## src/rtl/fifo_pkg.sv

```systemverilog
// Shared constants and types for the FIFO read-side stream adapter.
package fifo_pkg;

    localparam int unsigned DATA_WIDTH_DEF = 8;
    localparam int unsigned RD_BUF_DEPTH   = 3;
    localparam int unsigned RD_PTR_W       = 2;
    localparam int unsigned OCC_W          = 2;

    typedef logic [RD_PTR_W-1:0] rd_ptr_t;
    typedef logic [OCC_W-1:0]    occ_t;

    // Circular pointer increment, wrapping at RD_BUF_DEPTH.
    function automatic rd_ptr_t ptr_inc(input rd_ptr_t p);
        return (p == rd_ptr_t'(RD_BUF_DEPTH - 1)) ? rd_ptr_t'(0) : p + rd_ptr_t'(1);
    endfunction

endpackage

```

## src/rtl/fifo_rd_buf.sv

```systemverilog
// Three-entry circular holding buffer absorbing the FIFO read latency.
module fifo_rd_buf
    import fifo_pkg::*;
#(
    parameter int unsigned DATA_WIDTH = DATA_WIDTH_DEF
) (
    input  logic                  clk,
    input  logic                  rst,
    input  logic                  wr_en,
    input  logic [DATA_WIDTH-1:0] wr_data,
    input  logic                  rd_en,
    output logic [DATA_WIDTH-1:0] rd_data,
    output occ_t                  occ
);

    logic [DATA_WIDTH-1:0] mem_q [RD_BUF_DEPTH];
    logic [DATA_WIDTH-1:0] mem_d [RD_BUF_DEPTH];
    rd_ptr_t               wr_ptr_q, wr_ptr_d;
    rd_ptr_t               rd_ptr_q, rd_ptr_d;
    occ_t                  occ_q, occ_d;
    logic                  rd_fire;

    assign rd_fire = rd_en && (occ_q != occ_t'(0));

    always_comb begin
        mem_d    = mem_q;
        wr_ptr_d = wr_ptr_q;
        rd_ptr_d = rd_ptr_q;
        occ_d    = occ_q;
        if (wr_en) begin
            mem_d[wr_ptr_q] = wr_data;
            wr_ptr_d        = ptr_inc(wr_ptr_q);
        end
        if (rd_fire) begin
            rd_ptr_d = ptr_inc(rd_ptr_q);
        end
        // Simultaneous write and read leaves occupancy unchanged.
        case ({wr_en, rd_fire})
            2'b10:   occ_d = occ_q + occ_t'(1);
            2'b01:   occ_d = occ_q - occ_t'(1);
            default: occ_d = occ_q;
        endcase
    end

    always_ff @(posedge clk or negedge rst) begin
        if (!rst) begin
            for (int unsigned i = 0; i < RD_BUF_DEPTH; i++) begin
                mem_q[i] <= '0;
            end
            wr_ptr_q <= '0;
            rd_ptr_q <= '0;
            occ_q    <= '0;
        end else begin
            mem_q    <= mem_d;
            wr_ptr_q <= wr_ptr_d;
            rd_ptr_q <= rd_ptr_d;
            occ_q    <= occ_d;
        end
    end

    assign rd_data = mem_q[rd_ptr_q];
    assign occ     = occ_q;

`ifndef SYNTHESIS
    occ_overflow_a: assert property (@(posedge clk) disable iff (!rst)
        !(wr_en && !rd_fire && (occ_q == occ_t'(RD_BUF_DEPTH))));
`endif

endmodule

```

## src/rtl/fifo_stream_reader.sv

```systemverilog
// Pops a synchronous FIFO and presents its words as a valid/ready stream.
// Optional handshake counter output enabled by FIFO_STREAM_READER_COUNT_EN.
module fifo_stream_reader
    import fifo_pkg::*;
#(
    parameter int unsigned DATA_WIDTH = DATA_WIDTH_DEF
) (
    input  logic                  clk,
    input  logic                  rst,
    input  logic                  fifo_empty,
    input  logic [DATA_WIDTH-1:0] fifo_data,
    output logic                  fifo_rd_en,
    output logic                  m_valid,
    output logic [DATA_WIDTH-1:0] m_data,
    input  logic                  m_ready
`ifdef FIFO_STREAM_READER_COUNT_EN
    ,
    output logic [15:0]           pop_count
`endif
);

    localparam int unsigned SUM_W = OCC_W + 1;

    logic              inflight_q, inflight_d;
    occ_t              occ;
    logic              pop;
    logic [SUM_W-1:0]  committed;

    // Issue depends only on registered state and fifo_empty, never on m_ready.
    assign committed  = SUM_W'(occ) + SUM_W'(inflight_q);
    assign fifo_rd_en = !fifo_empty && (committed < SUM_W'(RD_BUF_DEPTH));
    assign m_valid    = (occ != occ_t'(0));
    assign pop        = m_valid && m_ready;

    always_comb begin
        inflight_d = fifo_rd_en;
    end

    always_ff @(posedge clk or negedge rst) begin
        if (!rst) begin
            inflight_q <= 1'b0;
        end else begin
            inflight_q <= inflight_d;
        end
    end

    fifo_rd_buf #(
        .DATA_WIDTH (DATA_WIDTH)
    ) u_rd_buf (
        .clk     (clk),
        .rst     (rst),
        .wr_en   (inflight_q),
        .wr_data (fifo_data),
        .rd_en   (pop),
        .rd_data (m_data),
        .occ     (occ)
    );

`ifdef FIFO_STREAM_READER_COUNT_EN
    logic [15:0] pop_count_q, pop_count_d;

    always_comb begin
        pop_count_d = pop_count_q;
        if (pop) begin
            pop_count_d = pop_count_q + 16'd1;
        end
    end

    always_ff @(posedge clk or negedge rst) begin
        if (!rst) begin
            pop_count_q <= '0;
        end else begin
            pop_count_q <= pop_count_d;
        end
    end

    assign pop_count = pop_count_q;
`endif

endmodule

```

## config.mk

```make
export PLATFORM = sky130hd
export DESIGN_NAME = fifo_stream_reader
export DESIGN_NICKNAME = d
export VERILOG_FILES = /design/src/rtl/fifo_pkg.sv /design/src/rtl/fifo_rd_buf.sv /design/src/rtl/fifo_stream_reader.sv
export SDC_FILE = /design/constraint.sdc
export NUM_CORES = 1
export LEC_CHECK = 0
export BUFFER_PORTS_ARGS = -buffer_cell sky130_fd_sc_hd__buf_2
export CAP_MARGIN = 10
export CELL_PAD_IN_SITES_DETAIL_PLACEMENT = 1
export CELL_PAD_IN_SITES_GLOBAL_PLACEMENT = 1
export CORE_MARGIN = 5
export CORE_UTILIZATION = 48
export DETAILED_ROUTE_END_ITERATION = 6
export PLACE_DENSITY = 0.9
export SETUP_SLACK_MARGIN = 0.2
export SLEW_MARGIN = 25
export SYNTH_ARGS = -nofsm -noshare
export SYNTH_HDL_FRONTEND = slang
export SYNTH_SLANG_ARGS = --single-unit
```

## constraint.sdc

```tcl
create_clock -name clk -period 2.55 [get_ports clk]
set_clock_uncertainty 0.05 [all_clocks]
set_input_delay 0.255 -clock clk [delete_from_list [all_inputs] [get_ports clk]]
set_output_delay 0.255 -clock clk [all_outputs]
set_load 0.005 [all_outputs]
```

Word level (Yosys, flattened, before mapping) --
Index checks and enable logic that the tools add are counted.
Cells by class: muxes and demuxes 9, $add $sub $neg 5, bitwise gates (word level) 2, equality and inequality tests 4, $lt $le $gt $ge 4, reduce and logical (&&, ||, !) cells 7
Operator list (number):
- bitwise mux 24 bit | 1
- 2-to-1 mux 8 bit | 3
- binary-select mux 8 bit (select 2 bit) | 1
- demux 8 bit (select 2 bit) | 1
- adder 2 x 1 -> 2 bit, second input constant | 3
- equality test 2 bit, second input constant | 3
- greater-or-equal comparator 3 bit, second input constant | 2
- NOT 2 -> 3 bit | 2
- logical AND 1 bit | 4
- 2-to-1 mux 2 bit | 2
- case mux 2 bit (2 select lines) | 1
- nonzero test 2 bit | 2
- adder 2 x 1 -> 3 bit | 1
- less-than comparator 3 x 1 -> 1 bit, second input constant | 1
- less-than comparator 3 x 2 -> 1 bit, second input constant | 1
- equality test 2 x 1 -> 1 bit, second input constant | 1
- subtractor 2 x 1 -> 2 bit, second input constant | 1
- logical NOT 1 bit | 1
Word-level totals: register bits after elaboration 31, output and inout port bits 10, logic and storage cells 38, bits of input ports 12

Logic depth before layout (Yosys ltp) --
depth in word-level cells 6, mapped depth 6, depth with buffers taken out 6

Cells and area by module --
A second synthesis with hierarchy kept.
Second synthesis, totals: cells, all modules 106, area total of the unflattened synthesis 1423.9 um2
Modules (own cells, without submodules):
- fifo_rd_buf | cells an instance 100, instances 1, area an instance 1347.5 um2
- fifo_stream_reader | cells an instance 6, instances 1, area an instance 76.3 um2

Worst setup path before layout --
Ideal clock, no wire load.
kind reg2reg, start register u_rd_buf.occ_q[0] (netlist: u_rd_buf.occ[0]), end register u_rd_buf.occ_q[1] (netlist: u_rd_buf.occ[1]), stages on the path, launching flop included 6, data arrival time 1.374 ns, required time 2.421 ns, slack 1.047 ns, library setup time 0.079 ns, clock period less this slack 1.503 ns, cells stage by stage dfrtp_1 o21ai_0 inv_1 ha_1 nor2_1 xor2_1
On the way: cells in the longest elaborated chain, start to end 5
Ends and longest elaborated chain:
- start: declaration | line fifo_rd_buf.sv:20 | occ_t occ_q, occ_d;
- start signal: assignment | line fifo_rd_buf.sv:52 | occ_q <= '0;
- start signal: assignment | line fifo_rd_buf.sv:57 | occ_q <= occ_d;
- nonzero test 2 bit * | line fifo_rd_buf.sv:23, fifo_stream_reader.sv:32
- logical AND 1 bit | line fifo_stream_reader.sv:33 | assign pop = m_valid && m_ready;
- logical AND 1 bit * | line fifo_rd_buf.sv:23 | assign rd_fire = rd_en && (occ_q != occ_t'(0));
- net u_rd_buf.rd_fire | line fifo_rd_buf.sv:21 | logic rd_fire;
- equality test 2 x 1 -> 1 bit or equality test 2 bit (tied branches) | line fifo_rd_buf.sv:38 | case ({wr_en, rd_fire})
- case mux 2 bit (2 select lines) or nonzero test 2 bit (tied branches)
The timed path passes the listed nets; every way through them passes the cells marked *. A chain may end at the register's enable or synchronous reset.

Final worst setup path --
start register u_rd_buf.rd_ptr_q[0], end output m_data[4]
On the way: cells in the longest elaborated chain, start to end 4
Ends and longest elaborated chain:
- start: declaration | line fifo_rd_buf.sv:19 | rd_ptr_t rd_ptr_q, rd_ptr_d;
- start signal: assignment | line fifo_rd_buf.sv:56 | rd_ptr_q <= rd_ptr_d;
- NOT 2 -> 3 bit (implied by the code) | line fifo_rd_buf.sv:61 | assign rd_data = mem_q[rd_ptr_q];
- binary-select mux 8 bit (select 2 bit) | line fifo_rd_buf.sv:61
- 2-to-1 mux 8 bit (implied by the code) (2 in a row) | line fifo_rd_buf.sv:61
- end: declaration | line fifo_stream_reader.sv:14 | output logic [DATA_WIDTH-1:0] m_data,
No other way between the ends. The select of a mux whose other input is x is not followed.

==> flow_summary.yaml <==
yosys:
  netlist_top_cells_area: "dfrtp_1 (55%), mux2_2 (13%), mux2_4 (8.5%), mux2i_1 (5.7%), o21ai_0 (3.9%)"
  synth_cell_types: 23
  synth-seq-area-share_pct: 54.9
  synth_most_common_cell: "dfrtp_1"
  syn_inst: 107
  ys.flop_type: "dfrtp_1"
  yosys.area.top_type_share_pct: 54.9
  netlist_area_um2: 1410
  ys_top_cells_by_count: "dfrtp_1 (31), mux2_2 (16), o21ai_0 (11)"
  synth_area_per_cell_um2: 13.2
  yosys_register_bits: 31
  yosys_warnings: 0
  yosys.area.top_type: "dfrtp_1"
  async_flop_share_pct: 100
  syn_nets: 122
  synth_edf_count: 0
layout:
  regArea_um2: 776
  insertedDiodeCount: 0
  fin_cells: 162
  final_core_util_pct: 57.0
  fillCellCount: 290
  multi_input_area_um2: 604
  area_delta_synth_final_pct: 12.3
  drive_gt1_share_pct: 41.2
  fin_nets: 147
  post-route-cell-area_um2: 1590
min_path:
  hold_start: "fifo_empty"
  hp-class: "input pin to register"
  hold_path_end: "inflight_q"
  hold_depth: 2
power_and_ir_drop:
  combPwrFrac_pct: 42.3
  p_sw_uw: 758
  max-vdd-ir-drop_uv: 806
  power_density_nw_per_um2: 1340
  sw_frac_of_total_pct: 35.7
  power.internal_mw: 1.36
  total_leakage_power_nw: 0.761
  p_seq_share_pct: 45.8
  p_clk_share_pct: 12.0
routing:
  num_vias: 901
  wl_per_cell_um: 18.9
  dr.pass1.iters: 4
  drtAntennaViolNets: 0
  first_iter_violations: 26
  routed_via_density: 5.56
  wirelength_um: 3060
  drc: 0
floorplan:
  core-area_um2: 2780
  die_w_um: 64.3
  rows: 19
  fp.dieH_um: 64.3
  die-area_um2: 4130
  io_pins: 22
  initial_core_util_pct: 50.8
sta:
  fin_crit_ps: 2040
  setup_viol: 0
  slew_headroom_pct: 46.2
  finalMaxSlewViolations: 0
  tightest_slew_ps: 803
  rsz0062_at_grt: "false"
  finalSetupTns_ps: 0
  hold_viol: 0
  min_period_over_period_pct: 79.9
  max_freq_mhz: 491
clocking:
  clk_latency_ps: 320
  clock-sinks: 31
  cts_root_buf: "clkbuf_4"
  cts_tree: "built"
  htreeDepth: 2
  path_clk_slew_ps: 90
  clockBufferDepth: 2
  cts_buffers: 5
  post-cts-setup-buffer-count: 0
grt:
  grt_pass1_vias: 1064
  grt_pass1_wl_um: 5310
  grt_start_max_net_pins: 32
  antenna_found_initial: 0
  grt_usage_pct: 17.0
  grt_overflow: 0
run_status:
  status: "finished, final reports clean"
worst_setup_path:
  critPathRequiredTime_ps: 2250
  r2r_cells: 5
  arrival_ps: 1730
  critPathCaptureType: "primary output"
  path_max_fanout: 12
  r2r-start: "u_rd_buf.occ[0]"
  timing.rr.end: "u_rd_buf.occ[1]"
  reg2reg_slack_ps: 790
  crit_path_start_kind: "register"
  worstSetupPathType: "register to primary output"
placement:
  hpwlAfterDp_um: 2180
  placed_cell_area_um2: 1530
  port_buffers: 21
  globalplace.congestion: 0.806
  dp.cells: 155
flow_run:
  drv_cap: 0
[cell type report]
class	instances	area share (%)
flip-flops and latches	31	48.9
inverters	3	0.710
repair buffers	22	7.26
multi-input cells	69	38.1
well taps	31	2.44
clock buffers	6	2.60
[power by group through the flow]
stage	clock network (mW)	logic, mW	registers [mW]
2_1_floorplan	0	0.685	0.868
4_1_cts	0.262	0.919	0.967
3_5_place_dp	0	0.911	0.977
3_3_place_gp	0	0.853	0.953
5_1_grt	0.297	1.00	1.00
6_report	0.254	0.898	0.971
[per-layer routing]
| layer | GRT usage, % | up-vias | part of all wire (%) |
|---|---|---|---|
| met5 | 0 | - | 0 |
| met4 | 5.34 | 0 | 1.2 |
| met3 | 5.78 | 4 | 4.0 |
| met2 | 28.9 | 21 | 53 |
| met1 | 20.1 | 455 | 42 |
| li1 | - | 421 | - |
[stage by stage]
step	hold WS (ps)	power, mW	setup slack, ps
2_1_floorplan	-90.6	1.55	1050
3_3_place_gp	266	1.81	828
3_5_place_dp	290	1.89	731
4_1_cts	25.3	2.15	329
5_1_grt	22.4	2.30	371
6_report	37.3	2.12	513
[worst max-delay path, stage by stage (launching register included)]
cell and delay (ps):
dfrtp_1 620, nor2b_2 410, nand2_1 100, o21ai_0 110, buf_2 160
[how the worst max path moves through the flow]
stage                       to                  from  slack, ps  depth (start not counted)
4_1_cts              m_data[4]  u_rd_buf.rd_ptr_q[0]        330                          4
3_3_place_gp         m_data[1]  u_rd_buf.rd_ptr_q[0]        830                          4
3_5_place_dp         m_data[4]  u_rd_buf.rd_ptr_q[0]        730                          4
2_1_floorplan  u_rd_buf.occ[1]       u_rd_buf.occ[0]       1050                          5
6_report             m_data[4]  u_rd_buf.rd_ptr_q[0]        510                          4
5_1_grt             fifo_rd_en       u_rd_buf.occ[0]        370                          4
[flip-flops by register name, indices dropped and copies added, names as in the netlist]
| signal | cells |
|---|---|
| inflight_q | 1 |
| u_rd_buf.mem_q | 24 |
| u_rd_buf.occ | 2 |
| u_rd_buf.wr_ptr_q | 2 |
| u_rd_buf.rd_ptr_q | 2 |
[placed cells by master, fill, tap and decap left out, drive strengths merged]
master	count
clkbuf	6
ha	3
inv	3
a21o	2
buf	21
nand3	1
nor2b	1
dlygate4sd3	1
o21ai	11
nor3	2
xnor2	2
mux2	24
mux2i	8
nor2	1
or2	1
or3	1
xor2	1
a211oi	1
dfrtp	31
nand2	10
[cells by family (layout without fill, tap and decap cells)]
logic type                 after synthesis  after routing  share of synthesized area (%)
and+or+nand+nor                         17             17                           5.67
muxes                                   32             32                           26.9
AOI/OAI and AO/OA                       14             14                           5.49
DFF                                     31             31                           54.9
xor gates and xnor gates                 3              3                           1.86
adders and majority gates                3              3                           2.66
buffers and inverters                    7             31                           2.48
[repair_timing]
| item | 4_1_cts | 5_1_grt |
|---|---|---|
| resized for setup | 0 | 1 |
| setup endpoints to repair | 0 | 2 |
| hold buffers | 1 | 0 |
| endpoints found under the hold margin | 31 | 0 |
(Power assumes the default switching activity.)
